===== config.mk =====
export PLATFORM = sky130hd
export DESIGN_NAME = load_extend
export DESIGN_NICKNAME = d
export VERILOG_FILES = /design/src/rtl/load_extend.sv
export SDC_FILE = /design/constraint.sdc
export NUM_CORES = 1
export LEC_CHECK = 0
export CAP_MARGIN = 15
export CORE_MARGIN = 5
export CORE_UTILIZATION = 48
export CTS_CLUSTER_SIZE = 10
export DETAILED_ROUTE_END_ITERATION = 12
export PLACE_DENSITY_LB_ADDON = 0.3
export SLEW_MARGIN = 5
export SYNTH_ARGS = -nofsm -noshare
export SYNTH_HDL_FRONTEND = slang
export SYNTH_SLANG_ARGS = --single-unit

===== constraint.sdc =====
create_clock -name clk -period 2.7 [get_ports clk]
set_clock_uncertainty 0.15 [all_clocks]
set_input_delay 0.405 -clock clk [delete_from_list [all_inputs] [get_ports clk]]
set_output_delay 0.405 -clock clk [all_outputs]
set_load 0.05 [all_outputs]

===== src/rtl/load_extend.sv =====
// Load-path lane extraction: tracks outstanding load metadata, extracts and
// sign/zero-extends the selected field of each in-order read word, and hands results to writeback.
module load_extend #(
  parameter int unsigned DEPTH = 2,
  parameter int unsigned CW    = $clog2(DEPTH + 1)
) (
  input  logic          clk,
  input  logic          rst_n,
  input  logic          flush,
  input  logic          req_valid,
  output logic          req_ready,
  input  logic [1:0]    req_size,
  input  logic [1:0]    req_addr_lo,
  input  logic          req_unsigned,
  input  logic          resp_valid,
  output logic          resp_ready,
  input  logic [31:0]   resp_data,
  output logic          out_valid,
  input  logic          out_ready,
  output logic [31:0]   out_data,
  output logic          out_misalign,
  output logic [CW-1:0] pending
);

  localparam int unsigned PW = (DEPTH > 1) ? $clog2(DEPTH) : 1;

  logic [1:0]       size_q [DEPTH];
  logic [1:0]       size_d [DEPTH];
  logic [1:0]       off_q  [DEPTH];
  logic [1:0]       off_d  [DEPTH];
  logic [DEPTH-1:0] uns_q, uns_d;
  logic [DEPTH-1:0] kill_q, kill_d;
  logic [PW-1:0]    wr_ptr_q, wr_ptr_d;
  logic [PW-1:0]    rd_ptr_q, rd_ptr_d;
  logic [CW-1:0]    pending_q, pending_d;
  logic             out_valid_q, out_valid_d;
  logic [31:0]      out_data_q, out_data_d;
  logic             out_mis_q, out_mis_d;

  logic        push, pop, live_pop;
  logic [1:0]  head_size, head_off;
  logic        head_uns, head_kill;
  logic [7:0]  byte_v;
  logic [15:0] half_v;
  logic [31:0] ext_data;
  logic        ext_mis;

  assign head_size = size_q[rd_ptr_q];
  assign head_off  = off_q[rd_ptr_q];
  assign head_uns  = uns_q[rd_ptr_q];
  assign head_kill = kill_q[rd_ptr_q];

  assign req_ready  = !flush && (pending_q < CW'(DEPTH));
  assign resp_ready = (pending_q != '0) && (head_kill || !out_valid_q || out_ready);
  assign push       = req_valid && req_ready;
  assign pop        = resp_valid && resp_ready;
  assign live_pop   = pop && !head_kill && !flush;

  always_comb begin
    ext_data = '0;
    ext_mis  = 1'b0;
    byte_v   = '0;
    half_v   = '0;
    case (head_size)
      2'd0: begin
        case (head_off)
          2'd0:    byte_v = resp_data[7:0];
          2'd1:    byte_v = resp_data[15:8];
          2'd2:    byte_v = resp_data[23:16];
          default: byte_v = resp_data[31:24];
        endcase
        ext_data = {{24{byte_v[7] & ~head_uns}}, byte_v};
      end
      2'd1: begin
        if (head_off[0]) begin
          ext_mis = 1'b1;
        end else begin
          half_v   = head_off[1] ? resp_data[31:16] : resp_data[15:0];
          ext_data = {{16{half_v[15] & ~head_uns}}, half_v};
        end
      end
      2'd2: begin
        if (head_off == 2'd0) ext_data = resp_data;
        else                  ext_mis  = 1'b1;
      end
      default: ext_mis = 1'b1;
    endcase
  end

  always_comb begin
    size_d    = size_q;
    off_d     = off_q;
    uns_d     = uns_q;
    kill_d    = kill_q;
    wr_ptr_d  = wr_ptr_q;
    rd_ptr_d  = rd_ptr_q;
    pending_d = pending_q + CW'(push) - CW'(pop);
    // Only entries within the live window (head .. head+pending-1) are marked.
    for (int unsigned i = 0; i < DEPTH; i++) begin
      if (flush && (((i + DEPTH - 32'(rd_ptr_q)) % DEPTH) < 32'(pending_q)))
        kill_d[i] = 1'b1;
    end
    if (push) begin
      size_d[wr_ptr_q] = req_size;
      off_d[wr_ptr_q]  = req_addr_lo;
      uns_d[wr_ptr_q]  = req_unsigned;
      kill_d[wr_ptr_q] = 1'b0;
      wr_ptr_d = (wr_ptr_q == PW'(DEPTH - 1)) ? '0 : wr_ptr_q + 1'b1;
    end
    if (pop)
      rd_ptr_d = (rd_ptr_q == PW'(DEPTH - 1)) ? '0 : rd_ptr_q + 1'b1;
  end

  always_comb begin
    out_valid_d = out_valid_q;
    out_data_d  = out_data_q;
    out_mis_d   = out_mis_q;
    if (flush) begin
      out_valid_d = 1'b0;
    end else if (live_pop) begin
      out_valid_d = 1'b1;
      out_data_d  = ext_data;
      out_mis_d   = ext_mis;
    end else if (out_ready) begin
      out_valid_d = 1'b0;
    end
  end

  always_ff @(posedge clk or negedge rst_n) begin
    if (!rst_n) begin
      for (int unsigned i = 0; i < DEPTH; i++) begin
        size_q[i] <= '0;
        off_q[i]  <= '0;
      end
      uns_q       <= '0;
      kill_q      <= '0;
      wr_ptr_q    <= '0;
      rd_ptr_q    <= '0;
      pending_q   <= '0;
      out_valid_q <= 1'b0;
      out_data_q  <= '0;
      out_mis_q   <= 1'b0;
    end else begin
      size_q      <= size_d;
      off_q       <= off_d;
      uns_q       <= uns_d;
      kill_q      <= kill_d;
      wr_ptr_q    <= wr_ptr_d;
      rd_ptr_q    <= rd_ptr_d;
      pending_q   <= pending_d;
      out_valid_q <= out_valid_d;
      out_data_q  <= out_data_d;
      out_mis_q   <= out_mis_d;
    end
  end

  assign out_valid    = out_valid_q;
  assign out_data     = out_data_q;
  assign out_misalign = out_mis_q;
  assign pending      = pending_q;

endmodule


==> results of run 1 <==
## final cells by class
cell class              count  share of cell area
clock inverters             1             0.00129
well taps                  75              0.0241
flip-flops and latches     50               0.322
multi-input cells         219               0.379
inverters                   4             0.00386
repair buffers            101               0.247
clock buffers               7              0.0222
## layer usage
layer  global-route usage  up-vias  routed length, um
li1                     -     1290                  -
met1                0.322     1370               3730
met2                0.377      186               4240
met3               0.0615       18                913
met4               0.0907        0                157
met5                    0        -                  0
## how the worst max path moves through the flow
| stage | slack (ns) | to | startpoint | cells after the start |
|---|---|---|---|---|
| global route | 0.05 | out_data[29] | rd_ptr_q | 8 |
| global placement | 0.12 | out_data[6] | resp_valid | 6 |
| detailed placement | 0.02 | out_data[22] | resp_valid | 6 |
| finish | 0.23 | out_data[22] | rd_ptr_q | 5 |
| floorplan | 0.002 | pending[1] | pending[1] | 7 |
| CTS | 0.19 | out_data[20] | rd_ptr_q | 7 |
## logic make-up (layout without fill, tap and decap cells)
logic type                 count (synthesis)  count (layout)  share of synthesized area
and+or+nand+nor                           87              87                      0.141
buffers and inverters                     28             113                     0.0414
DFF                                       50              50                      0.440
xor gates and xnor gates                   6               6                     0.0185
adders and majority gates                  2               2                    0.00880
AOI/OAI and AO/OA                        112             112                      0.302
muxes                                     12              12                     0.0480
## power by group through the flow
stage                     sequential [mW]  combinational [mW]  clock [mW]
final                                1.31                3.12       0.449
after global routing                 1.35                3.32       0.495
after CTS                            1.40                3.47       0.454
after detailed placement             1.41                3.46           0
after global placement               1.40                3.40           0
after floorplan                      2.12                1.60           0
## layout by cell type, fill, tap and decap left out, types with 4 or more instances in the layout
master	n
a21oi_1	4
a221oi_1	23
a22o_1	5
a22oi_1	13
buf_4	22
clkbuf_8	6
clkdlybuf4s50_1	77
dfrtp_1	50
inv_1	4
mux2_2	9
nand2_1	32
nor2_1	34
o211ai_1	11
o21ai_0	27
o22ai_1	6
o32ai_1	6
## stage by stage
stage | cells | instance area, um^2 | setup slack (ns) | power, mW
finish | 457 | 3890 | 0.231 | 4.87
global route | 457 | 3890 | 0.0514 | 5.16
CTS | 455 | 3870 | 0.191 | 5.33
detailed placement | 447 | 3780 | 0.0216 | 4.88
global placement | 447 | 3780 | 0.115 | 4.80
floorplan | 297 | 2840 | 0.00227 | 3.72
## registers in the layout, summed over array words and instances, names as in the netlist
| signal | count |
|---|---|
| kill_q | 2 |
| off_q | 4 |
| out_data | 32 |
| out_misalign | 1 |
| out_valid | 1 |
| pending | 2 |
| rd_ptr_q | 1 |
| size_q | 4 |
| uns_q | 2 |
| wr_ptr_q | 1 |
## what timing repair did
item	in CTS	in global routing
hold endpoints to repair	0	0
setup endpoints to repair	0	1
setup buffers	0	2
## critical path, stage by stage, from the launching register on
cell	delay [ns]
dfrtp_1	0.41
mux2_4	0.32
or4b_1	0.67
a311o_4	0.44
buf_4	0.19
o21ai_0	0.19
==> run summary, run 1 <==
CP max FO -> 17
Fin Setup TNS -> 0 ns
pin count of the biggest net entering global routing -> 51
worst-margin pin slew -> 0.636 ns
Slew Limit Fails -> 0
Setup Crit Path Kind -> register to register
reg2reg end -> out_data[22]
CP Capture Type -> register
Routed Antenna Nets -> 0
CTS H-tree depth -> 2
GR Overflow Total -> 0
Clk pin slew, worst setup/hold paths -> 0.09 ns
Mapped Cells -> 297
final setup vio count -> 0
Post-CTS Hold Buffers -> 0
Post-Synthesis Cell Area -> 0.00284 mm^2
reg2reg start -> rd_ptr_q
Main synth FF type -> dfrtp_1
Final #Nets -> 426
gpl congestion -> 0.977
Port Buffer Count -> 80
area of the multi-input gates -> 0.00147 mm^2
register area -> 0.00125 mm^2
nature of the critical path startpoint -> register
ys async rst share -> 1.00
Seq cells post-synth -> 50
PD cells -> 1250 mW/mm^2
cell leakage power -> 1.55 nW
R2R cell count -> 5
Area contributors post-synth -> dfrtp_1 (44%), a221oi_1 (7.1%), o21ai_0 (4.8%)
worst vdd ir -> 0.781 mV
Hold Crit Class -> input pin to asynchronous set/reset pin
WL per Instance -> 19.8 um
root buf cell -> clkbuf_8
number of core rows -> 28
Die X -> 87.0 um
Final Util -> 0.664
vias in the first global route -> 2781
initial core utilization -> 0.486
Die Height -> 87.0 um
Synth Net Count -> 342
Gate power share -> 0.640
Core ar. -> 0.00585 mm^2
Total GRT Usage -> 0.241
hold_ws -> 0.0389 ns
DRT Wirelength -> 9030 um
Clock Latency Late Sink -> 0.30 ns
hpwl dp -> 6640 um
unique cell type count in the Yosys netlist -> 48
# IOs -> 81
ANT cells -> 0
RSZ-0062 raised after global routing -> no
worst-case clock buffer depth -> 2
layout cells sized above 1 -> 0.134
R2R Setup Slk -> 0.23 ns
minimum clock period after layout -> 2.47 ns
count leader, synth -> dfrtp_1
CTS buffer count -> 5
PostCTS Resize Cnt -> 0
area leader, netlist -> dfrtp_1
Slew HR -> 0.576
fmax -> 405 MHz
initial drt markers -> 386
run status -> complete, no violations
Synth top area share -> 0.440
Avg Inst Size Synth -> 9.57 um^2
fill count -> 483
CTS tree -> built
Seq pwr share -> 0.268
Hold Fails Final Rpt -> 0
Sw Share -> 0.495
drt via density -> 6.27
Post-synth EDFFs -> 0
total iterations of the first detailed-routing run -> 6
number of clock sinks -> 50
Max Cap Viol -> 0
Critical Path RT -> 2.76 ns
die area -> 0.00756 mm^2
Area growth syn-to-layout -> 36.7%
DRC Markers -> 0
vias -> 2864
initial antenna violation count -> 0
P_sw -> 2.41 mW
yosys warns -> 0
Tcrit/Tclk final -> 0.914
Commonest cells post-synth -> dfrtp_1 (50), nor2_1 (34), nand2_1 (32)
post-synthesis sequential area ratio -> 0.440
Arrival @ worst endpoint -> 2.53 ns
Int Pwr -> 2.46 mW
first-pass GRT wire length -> 14300 um
Clk pwr share -> 0.092
No activity file was read; power rests on OpenSTA's default activity.
==> run 2, diff against run 1 <==
CORE_ASPECT_RATIO = 1.75   (was not set)
==> run summary, run 2 (synthesis results as in run 1) <==
total iterations of the first detailed-routing run -> 5
Total GRT Usage -> 0.228
placed inst area -> 0.00375 mm^2
Clock Latency Late Sink -> 0.31 ns
final setup vio count -> 0
pin count of the biggest net entering global routing -> 32
fin area -> 0.00387 mm^2
GR Overflow Total -> 0
CTS H-tree depth -> 2
Arrival @ worst endpoint -> 2.55 ns
Routed Antenna Nets -> 0
worst vdd ir -> 0.638 mV
leading cell type in the layout, fill and taps excluded -> clkdlybuf4s50_1
Slew HR -> 0.662
RSZ-0062 raised after global routing -> no
Tcrit/Tclk final -> 0.909
cell leakage power -> 1.54 nW
drt via density -> 6.13
initial antenna violation count -> 0
minimum clock period after layout -> 2.45 ns
layout cells sized above 1 -> 0.124
DRC Markers -> 0
vias -> 2794
Clk pin slew, worst setup/hold paths -> 0.10 ns
Die Height -> 112 um
number of clock sinks -> 50
# IOs -> 81
CTS buffer count -> 5
run status -> complete, no violations
first-pass GRT wire length -> 13400 um
worst-margin pin slew -> 0.506 ns
Hold Crit Class -> input pin to asynchronous set/reset pin
Hold Fails Final Rpt -> 0
Final Power -> 5.34 mW
initial core utilization -> 0.487
Final #Nets -> 422
root buf cell -> clkbuf_8
ANT cells -> 0
fmax -> 408 MHz
number of core rows -> 37
nature of the critical path startpoint -> register
worst-case clock buffer depth -> 2
Die X -> 68.2 um
launch point of the worst path -> rd_ptr_q
initial drt markers -> 226
die area -> 0.00762 mm^2
CTS tree -> built
Core ar. -> 0.00583 mm^2
Slew Limit Fails -> 0
CP max FO -> 7
Area growth syn-to-layout -> 36.3%
Fin Setup TNS -> 0 ns
Port Buffer Count -> 80
reg2reg start -> rd_ptr_q
CP Capture Type -> register
gpl congestion -> 0.916
hpwl dp -> 6390 um
WL per Instance -> 18.2 um
vias in the first global route -> 2701
Largest register FFs -> 32
most frequent cells in the layout -> clkdlybuf4s50_1 (77), dfrtp_1 (50), nor2_1 (34)
Critical Path RT -> 2.80 ns
Max Cap Viol -> 0
Setup Crit Path Kind -> register to register
PD cells -> 1380 mW/mm^2
DRT Wirelength -> 8310 um
post-CTS setup buffers -> 0
Final Util -> 0.664
## run 2: cell count changes in the layout (fill, tap and decap cells not counted), sizes merged
| cell | change |
|---|---|
| dlygate4sd3 | +1 |
| clkbuf | -2 |
| inv | +1 |
| bufinv | +1 |
| buf | -5 |
## run 2: final timing paths
| check | to | slack, ns | cells past startpoint |
|---|---|---|---|
| setup / recovery | out_data[6] | 0.25 | 5 |
| hold / removal | out_data[2] | 0.27 | 2 |
| hold reg to reg | out_data[21] | 0.33 | 2 |
| max in group asynchronous | out_data[28] | 1.60 | 3 |
| min in group clk | out_data[21] | 0.33 | 2 |
| setup reg to reg | out_data[6] | 0.25 | 5 |
## run 2: area by class of cell
class | count | area [um^2]
multi-input cells | 219 | 1470
repair buffers | 97 | 921
inverters | 4 | 15.0
fillers | 497 | 1960
flip-flops and latches | 50 | 1250
well taps | 78 | 97.6
clock buffers | 5 | 68.8
clock inverters | 3 | 47.5
## run 2: what timing repair did
| action | CTS | global route |
|---|---|---|
| hold buffers | 1 | 0 |
| endpoints found under the setup margin | 0 | 0 |
| gates resized for setup | 0 | 0 |
| endpoints found under the hold margin | 16 | 0 |
## run 2: stage by stage
stage / setup slack, ns / cells / hold WS (ns)
floorplan: 0.00227 / 297 / -0.0406
global placement: 0.0918 / 447 / 0.0680
detailed placement: 0.0151 / 447 / 0.0733
CTS: 0.245 / 456 / 0.278
global route: 0.167 / 456 / 0.303
finish: 0.247 / 456 / 0.274
## run 2: layer usage
metal  track usage  wire [um]  vias up
li1              -          -     1286
met1         0.268       3030     1319
met2         0.372       4170      149
met3        0.0414        607       40
met4         0.138        511        0
met5             0          0        -
## run 2: report_power, final
group	total [mW]	switching (mW)	internal, mW
sequential	1.41	0.319	1.09
combinational	3.38	2.08	1.30
clock	0.545	0.264	0.281
total	5.34	2.67	2.67
## run 2: critical path, cell delays in order, from the launching register on
cell     delay, ns
dfrtp_1       0.40
mux2_4        0.31
or4b_1        0.68
a311o_4       0.44
nor4_2        0.27
a211o_1       0.13
